$ cat config.mk
export PLATFORM = sky130hd
export DESIGN_NAME = cordic_gain_comp
export DESIGN_NICKNAME = d
export VERILOG_FILES = /design/src/rtl/cordic_gain_comp.sv
export SDC_FILE = /design/constraint.sdc
export NUM_CORES = 1
export LEC_CHECK = 0
export ABC_AREA = 0
export BUFFER_PORTS_ARGS = -buffer_cell sky130_fd_sc_hd__buf_2
export CAP_MARGIN = 40
export CORE_MARGIN = 3
export CORE_UTILIZATION = 62
export CTS_CLUSTER_SIZE = 20
export DETAILED_ROUTE_END_ITERATION = 7
export PLACE_DENSITY = 0.82
export SYNTH_ARGS = -nofsm -noshare
export SYNTH_HDL_FRONTEND = slang
export SYNTH_SLANG_ARGS = --single-unit
$ cat constraint.sdc
create_clock -name clk -period 5.9 [get_ports clk]
set_input_delay 0.885 -clock clk [delete_from_list [all_inputs] [get_ports clk]]
set_output_delay 0.885 -clock clk [all_outputs]
set_load 0.01 [all_outputs]
$ cat src/rtl/cordic_gain_comp.sv
// Gain compensation after the iterative CORDIC rotator: x and y are scaled by
// 1/K with a bit-serial shift-add multiplier, z passes through, valid/ready out.
module cordic_gain_comp #(
  parameter int          W    = 18,
  parameter int unsigned KINV = 32'd79594
) (
  input  logic         clk,
  input  logic         rst,
  input  logic         in_done,
  input  logic [W-1:0] in_x,
  input  logic [W-1:0] in_y,
  input  logic [W-1:0] in_z,
  output logic         out_valid,
  input  logic         out_ready,
  output logic [W-1:0] out_x,
  output logic [W-1:0] out_y,
  output logic [W-1:0] out_z,
  output logic         busy,
  output logic         overrun,
  input  logic         clr_ovr
);

  localparam int AW = 2 * W - 1;
  localparam logic [16:0] KINV_BITS = KINV[16:0];
  localparam logic signed [AW-1:0] HALF_LSB = AW'(32'sd65536);

  typedef enum logic [1:0] {IDLE, MUL, ROUND, OUT} state_t;

  state_t                 state_q, state_d;
  logic [4:0]             cnt_q, cnt_d;
  logic signed [W-1:0]    x_q, x_d, y_q, y_d;
  logic [W-1:0]           z_q, z_d;
  logic signed [AW-1:0]   acc_x_q, acc_x_d, acc_y_q, acc_y_d;
  logic                   pend_full_q, pend_full_d;
  logic [W-1:0]           pend_x_q, pend_x_d, pend_y_q, pend_y_d, pend_z_q, pend_z_d;
  logic                   out_valid_q, out_valid_d;
  logic [W-1:0]           out_x_q, out_x_d, out_y_q, out_y_d, out_z_q, out_z_d;
  logic                   overrun_q, overrun_d;
  logic                   busy_q, busy_d;

  logic                   hs_s, drain_s, direct_s, take_s, ovr_set_s, start_s;
  logic [W-1:0]           ld_x_s, ld_y_s, ld_z_s;
  logic signed [AW-1:0]   x_ext_s, y_ext_s;

  // Next-state logic: sequencing, serial multiply, rounding and pending buffer.
  always_comb begin
    state_d     = state_q;
    cnt_d       = cnt_q;
    x_d         = x_q;
    y_d         = y_q;
    z_d         = z_q;
    acc_x_d     = acc_x_q;
    acc_y_d     = acc_y_q;
    pend_full_d = pend_full_q;
    pend_x_d    = pend_x_q;
    pend_y_d    = pend_y_q;
    pend_z_d    = pend_z_q;
    out_valid_d = out_valid_q;
    out_x_d     = out_x_q;
    out_y_d     = out_y_q;
    out_z_d     = out_z_q;
    overrun_d   = overrun_q;
    ovr_set_s   = 1'b0;
    start_s     = 1'b0;
    ld_x_s      = in_x;
    ld_y_s      = in_y;
    ld_z_s      = in_z;
    x_ext_s     = {{(AW-W){x_q[W-1]}}, x_q};
    y_ext_s     = {{(AW-W){y_q[W-1]}}, y_q};

    hs_s     = out_valid_q & out_ready;
    drain_s  = (state_q == OUT) & hs_s & pend_full_q;
    direct_s = (state_q == OUT) & hs_s & ~pend_full_q & in_done;
    take_s   = (state_q == IDLE) & in_done;

    case (state_q)
      IDLE: begin
        if (in_done) start_s = 1'b1;
        else         start_s = 1'b0;
      end
      MUL: begin
        if (KINV_BITS[cnt_q]) begin
          acc_x_d = acc_x_q + (x_ext_s << cnt_q);
          acc_y_d = acc_y_q + (y_ext_s << cnt_q);
        end else begin
          acc_x_d = acc_x_q;
          acc_y_d = acc_y_q;
        end
        cnt_d = cnt_q + 5'd1;
        if (cnt_q == 5'd16) state_d = ROUND;
        else                state_d = MUL;
      end
      ROUND: begin
        // Round half up, then drop the 17 fraction bits of KINV.
        out_x_d     = W'((acc_x_q + HALF_LSB) >>> 17);
        out_y_d     = W'((acc_y_q + HALF_LSB) >>> 17);
        out_z_d     = z_q;
        out_valid_d = 1'b1;
        state_d     = OUT;
      end
      OUT: begin
        if (hs_s) begin
          out_valid_d = 1'b0;
          if (pend_full_q) begin
            start_s = 1'b1;
            ld_x_s  = pend_x_q;
            ld_y_s  = pend_y_q;
            ld_z_s  = pend_z_q;
          end else if (in_done) begin
            start_s = 1'b1;
          end else begin
            state_d = IDLE;
          end
        end else begin
          out_valid_d = 1'b1;
        end
      end
      default: state_d = IDLE;
    endcase

    if (start_s) begin
      state_d = MUL;
      cnt_d   = 5'd0;
      acc_x_d = '0;
      acc_y_d = '0;
      x_d     = ld_x_s;
      y_d     = ld_y_s;
      z_d     = ld_z_s;
    end else begin
      x_d = x_q;
      y_d = y_q;
      z_d = z_q;
    end

    // A result the engine cannot take goes to pending; pending refills on a same-cycle drain.
    if (in_done && !take_s && !direct_s) begin
      if (!pend_full_q || drain_s) begin
        pend_full_d = 1'b1;
        pend_x_d    = in_x;
        pend_y_d    = in_y;
        pend_z_d    = in_z;
      end else begin
        ovr_set_s   = 1'b1;
        pend_full_d = 1'b1;
      end
    end else if (drain_s) begin
      pend_full_d = 1'b0;
    end else begin
      pend_full_d = pend_full_q;
    end

    if (ovr_set_s)    overrun_d = 1'b1;
    else if (clr_ovr) overrun_d = 1'b0;
    else              overrun_d = overrun_q;

    busy_d = (state_d != IDLE) | pend_full_d;
  end

  // State and data registers with asynchronous active-low reset.
  always_ff @(posedge clk or negedge rst) begin
    if (!rst) begin
      state_q     <= IDLE;
      cnt_q       <= 5'd0;
      x_q         <= '0;
      y_q         <= '0;
      z_q         <= '0;
      acc_x_q     <= '0;
      acc_y_q     <= '0;
      pend_full_q <= 1'b0;
      pend_x_q    <= '0;
      pend_y_q    <= '0;
      pend_z_q    <= '0;
      out_valid_q <= 1'b0;
      out_x_q     <= '0;
      out_y_q     <= '0;
      out_z_q     <= '0;
      overrun_q   <= 1'b0;
      busy_q      <= 1'b0;
    end else begin
      state_q     <= state_d;
      cnt_q       <= cnt_d;
      x_q         <= x_d;
      y_q         <= y_d;
      z_q         <= z_d;
      acc_x_q     <= acc_x_d;
      acc_y_q     <= acc_y_d;
      pend_full_q <= pend_full_d;
      pend_x_q    <= pend_x_d;
      pend_y_q    <= pend_y_d;
      pend_z_q    <= pend_z_d;
      out_valid_q <= out_valid_d;
      out_x_q     <= out_x_d;
      out_y_q     <= out_y_d;
      out_z_q     <= out_z_d;
      overrun_q   <= overrun_d;
      busy_q      <= busy_d;
    end
  end

  assign out_valid = out_valid_q;
  assign out_x     = out_x_q;
  assign out_y     = out_y_q;
  assign out_z     = out_z_q;
  assign overrun   = overrun_q;
  assign busy      = busy_q;

endmodule

==> impl_metrics.py <==
metrics = {
    "status": {
        "outcome": "finished, final reports clean",
    },
    "timing": {
        "clock.fmax_ghz": 0.2100,
        "hold_violations": 0,
        "max-slew-margin-rel_pct": 32.46,
        "period_needed_ns": 4.762,
        "fin_crit_sh_pct": 80.70,
        "fin_skew_ns": 0.02258,
        "final_max_slew_viol_count": 0,
        "rsz0062_at_grt": "false",
        "tightestPinTransition_ns": 1.013,
        "setup_viol": 0,
        "finalSetupTns_ns": 0,
    },
    "yosys": {
        "synth-simple-area-share_pct": 14.66,
        "yosysWarnings": 0,
        "synth_compound_area_share_pct": 18.71,
        "synth-edff-count": 0,
        "synthAdderAreaFrac_pct": 6.197,
        "synthXorXnorAreaFrac_pct": 5.151,
        "async_flop_share_pct": 100.0,
        "synth_fp_nets": 1928,
        "ys_seq_area_share_pct": 37.65,
        "syn_avg_cell_area_um2": 9.019,
        "yosysTopAreaCellShare_pct": 37.65,
        "netlist_instances": 1791,
        "synth_top_area_cell": "dfrtp_1",
        "synth_top_family_by_area": "compound AO/OA/AOI/OAI gates",
        "synth_common_cells": "nand2_1 (253), dfrtp_1 (243), a21oi_1 (176)",
        "synth_area_um2": 16150,
        "synth_cell_types": 78,
        "ys_ff_latch": 243,
        "ys_top_cells_by_area": "dfrtp_1 (38%), mux2_2 (6.5%), ha_1 (5.9%)",
        "synthFlopType": "dfrtp_1",
        "synth_mux_area_share_pct": 14.28,
        "synth.most_common_cell": "nand2_1",
    },
    "clock_network": {
        "cts_tree": "yes",
        "postCtsSetupBuffers": 0,
        "cts_sinks": 243,
        "cts_made_buffers": 26,
        "cts_max_level": 1,
        "cts.repair.resized": 0,
        "cts_root_buf": "clkbuf_16",
        "clock_latency_ns": 0.55,
        "clk_path_buf_depth": 3,
        "hold_buffers": 0,
        "cts.clk_slew.worst_paths_ns": 0.06,
    },
    "setup_path": {
        "slowest_stage": "dfrtp_2",
        "worstSetupPathType": "flop to flop",
        "crit_buf_inv": 1,
        "r2r_slack_ns": 1.14,
        "crit_chain": "buf_4 -> mux4_2 -> mux2i_1 -> nor2_1 -> a21oi_1 -> nor2_1 -> ha_1 -> nand4_1 -> nor2_1 -> a21oi_1 -> o211a_1 -> o21ai_2 -> o21ai_2 -> o31ai_1 -> mux2i_1 -> mux2i_1",
        "cpPeakStageDelay_ns": 0.71,
        "critPathCaptureType": "flop",
        "worstPathRequired_ns": 6.36,
        "arrival_ns": 5.22,
        "cpLargestDelayFamily": "compound AO/OA/AOI/OAI gates",
        "cp_max_fo": 24,
        "startpoint_type": "flop",
    },
    "floorplan": {
        "dieArea_um2": 28030,
        "start_util_pct": 63.60,
        "core.rowCount": 58,
        "io_pins": 116,
        "core_um2": 25400,
        "die_x_um": 167.4,
        "die_h_um": 167.4,
    },
    "drt": {
        "wirelength_um": 40810,
        "drc": 0,
        "antenna_left": 0,
        "firstDrtPassIters": 7,
        "via_count": 13390,
        "wl_per_cell_um": 18.64,
        "viasPerCell": 6.112,
        "drt_iter0_drc": 1139,
    },
    "cells_and_area": {
        "drive_above_1_share_pct": 17.58,
        "n_antenna_cell": 0,
        "syn_to_final_growth_pct": 10.32,
        "nNetsFinal": 1979,
    },
    "run": {
        "drv_cap": 0,
    },
    "grt": {
        "antenna_found_initial": 0,
        "grt_overflow": 0,
        "grt_pass1_vias": 12960,
        "grt_pass1_wl_um": 67220,
        "grt_start_max_net_pins": 125,
        "groute.usage.overall_pct": 28.71,
    },
    "placed_design": {
        "dpl.hpwl_um": 29010,
        "portBuffers": 115,
        "gp_congestion": 0.9612,
    },
    "min_path": {
        "hp-class": "input port to async pin",
    },
}
## layout make-up
| cell class | count | area (um2) |
|---|---|---|
| Clock buffer | 33 | 726.9 |
| Clock inverter | 13 | 157.7 |
| Fill cell | 1960 | 7580 |
| Inverter | 21 | 78.83 |
| Multi-Input combinational cell | 1415 | 9577 |
| Sequential cell | 243 | 6083 |
| Tap cell | 330 | 412.9 |
| Timing Repair Buffer | 135 | 783.3 |
## metrics by stage
step | instances | area, um2 | worst slack [ns] | utilization (%) | hold slack, ns
after floorplan | 1791 | 16150 | 1.671 | - | 0.4444
after global placement | 2141 | 16860 | 1.313 | 66.40 | 0.4557
after detailed placement | 2144 | 16940 | 1.261 | 66.67 | 0.4651
after CTS | 2190 | 17820 | 1.190 | 70.16 | 0.4532
after global routing | 2190 | 17820 | 0.7313 | 70.16 | 0.4543
final | 2190 | 17820 | 1.139 | 70.16 | 0.3727
## placed cells by master (no fill, tap or decap), drive strengths merged, types with 11 or more instances in the layout
cell type / count
a211oi: 32
nand3: 29
nor2b: 18
inv: 21
a31oi: 11
ha: 76
xnor2: 52
clkbuf: 33
nor3: 13
a21o: 53
mux2: 94
o21ai: 140
mux4: 13
nand2: 253
a21oi: 179
xor2: 43
o21bai: 13
nand4: 21
buf: 135
dfrtp: 243
o22ai: 11
nor2: 158
and3: 17
mux2i: 95
## worst paths after layout
kind | to | start | cells past startpoint
setup / recovery | acc_x_q[34]$_DFFE_PN0P_ | cnt_q[0]$_DFFE_PN0P_ | 16
hold / removal | out_x[3]$_DFFE_PN0P_ | rst | 1
setup reg to reg | acc_x_q[34]$_DFFE_PN0P_ | cnt_q[0]$_DFFE_PN0P_ | 16
hold reg to reg | z_q[9]$_DFFE_PN0P_ | z_q[9]$_DFFE_PN0P_ | 2
max in group asynchronous | x_q[2]$_DFFE_PN0P_ | rst | 2
min in group clk | z_q[9]$_DFFE_PN0P_ | z_q[9]$_DFFE_PN0P_ | 2
## layer usage
metal  routed length, um  part of all wire [%]  up-vias  GRT usage [%]
li1                    -                     -     6499              -
met1               18510                    45     6393          41.13
met2               18860                    46      424          46.94
met3                2462                   6.0       69          3.659
met4                 978                   2.4        0          7.044
met5                   0                     0        -              0
## registers in the layout, indices dropped and copies added, names as in the netlist
signal	count
acc_x_q	35
pend_x_q	18
overrun	1
out_valid	1
busy	1
out_x	18
state_q	2
pend_full_q	1
cnt_q	5
out_y	18
out_z	18
acc_y_q	35
pend_y_q	18
y_q	18
z_q	18
x_q	18
pend_z_q	18
## cell families (layout without fill, tap and decap cells)
logic type | Yosys count | count (layout)
flip-flops | 243 | 243
adder cells (fa/ha/maj) | 79 | 79
multiplexers | 202 | 202
buffers and inverters | 133 | 202
XOR/XNOR | 95 | 95
AO/OA/AOI/OAI | 493 | 493
AND/OR/NAND/NOR | 546 | 546
## worst register-to-register path, cell delays in order, from the launching register on
cell and delay [ns]:
dfrtp_2 0.71, buf_4 0.36, mux4_2 0.58, mux2i_1 0.23, nor2_1 0.06, a21oi_1 0.30
nor2_1 0.08, ha_1 0.43, nand4_1 0.15, nor2_1 0.14, a21oi_1 0.11, o211a_1 0.29
o21ai_2 0.25, o21ai_2 0.16, o31ai_1 0.36, mux2i_1 0.27, mux2i_1 0.20
Power is not shown: default switching activity piles up to over one toggle a cycle in this logic, so the estimate is an artifact.
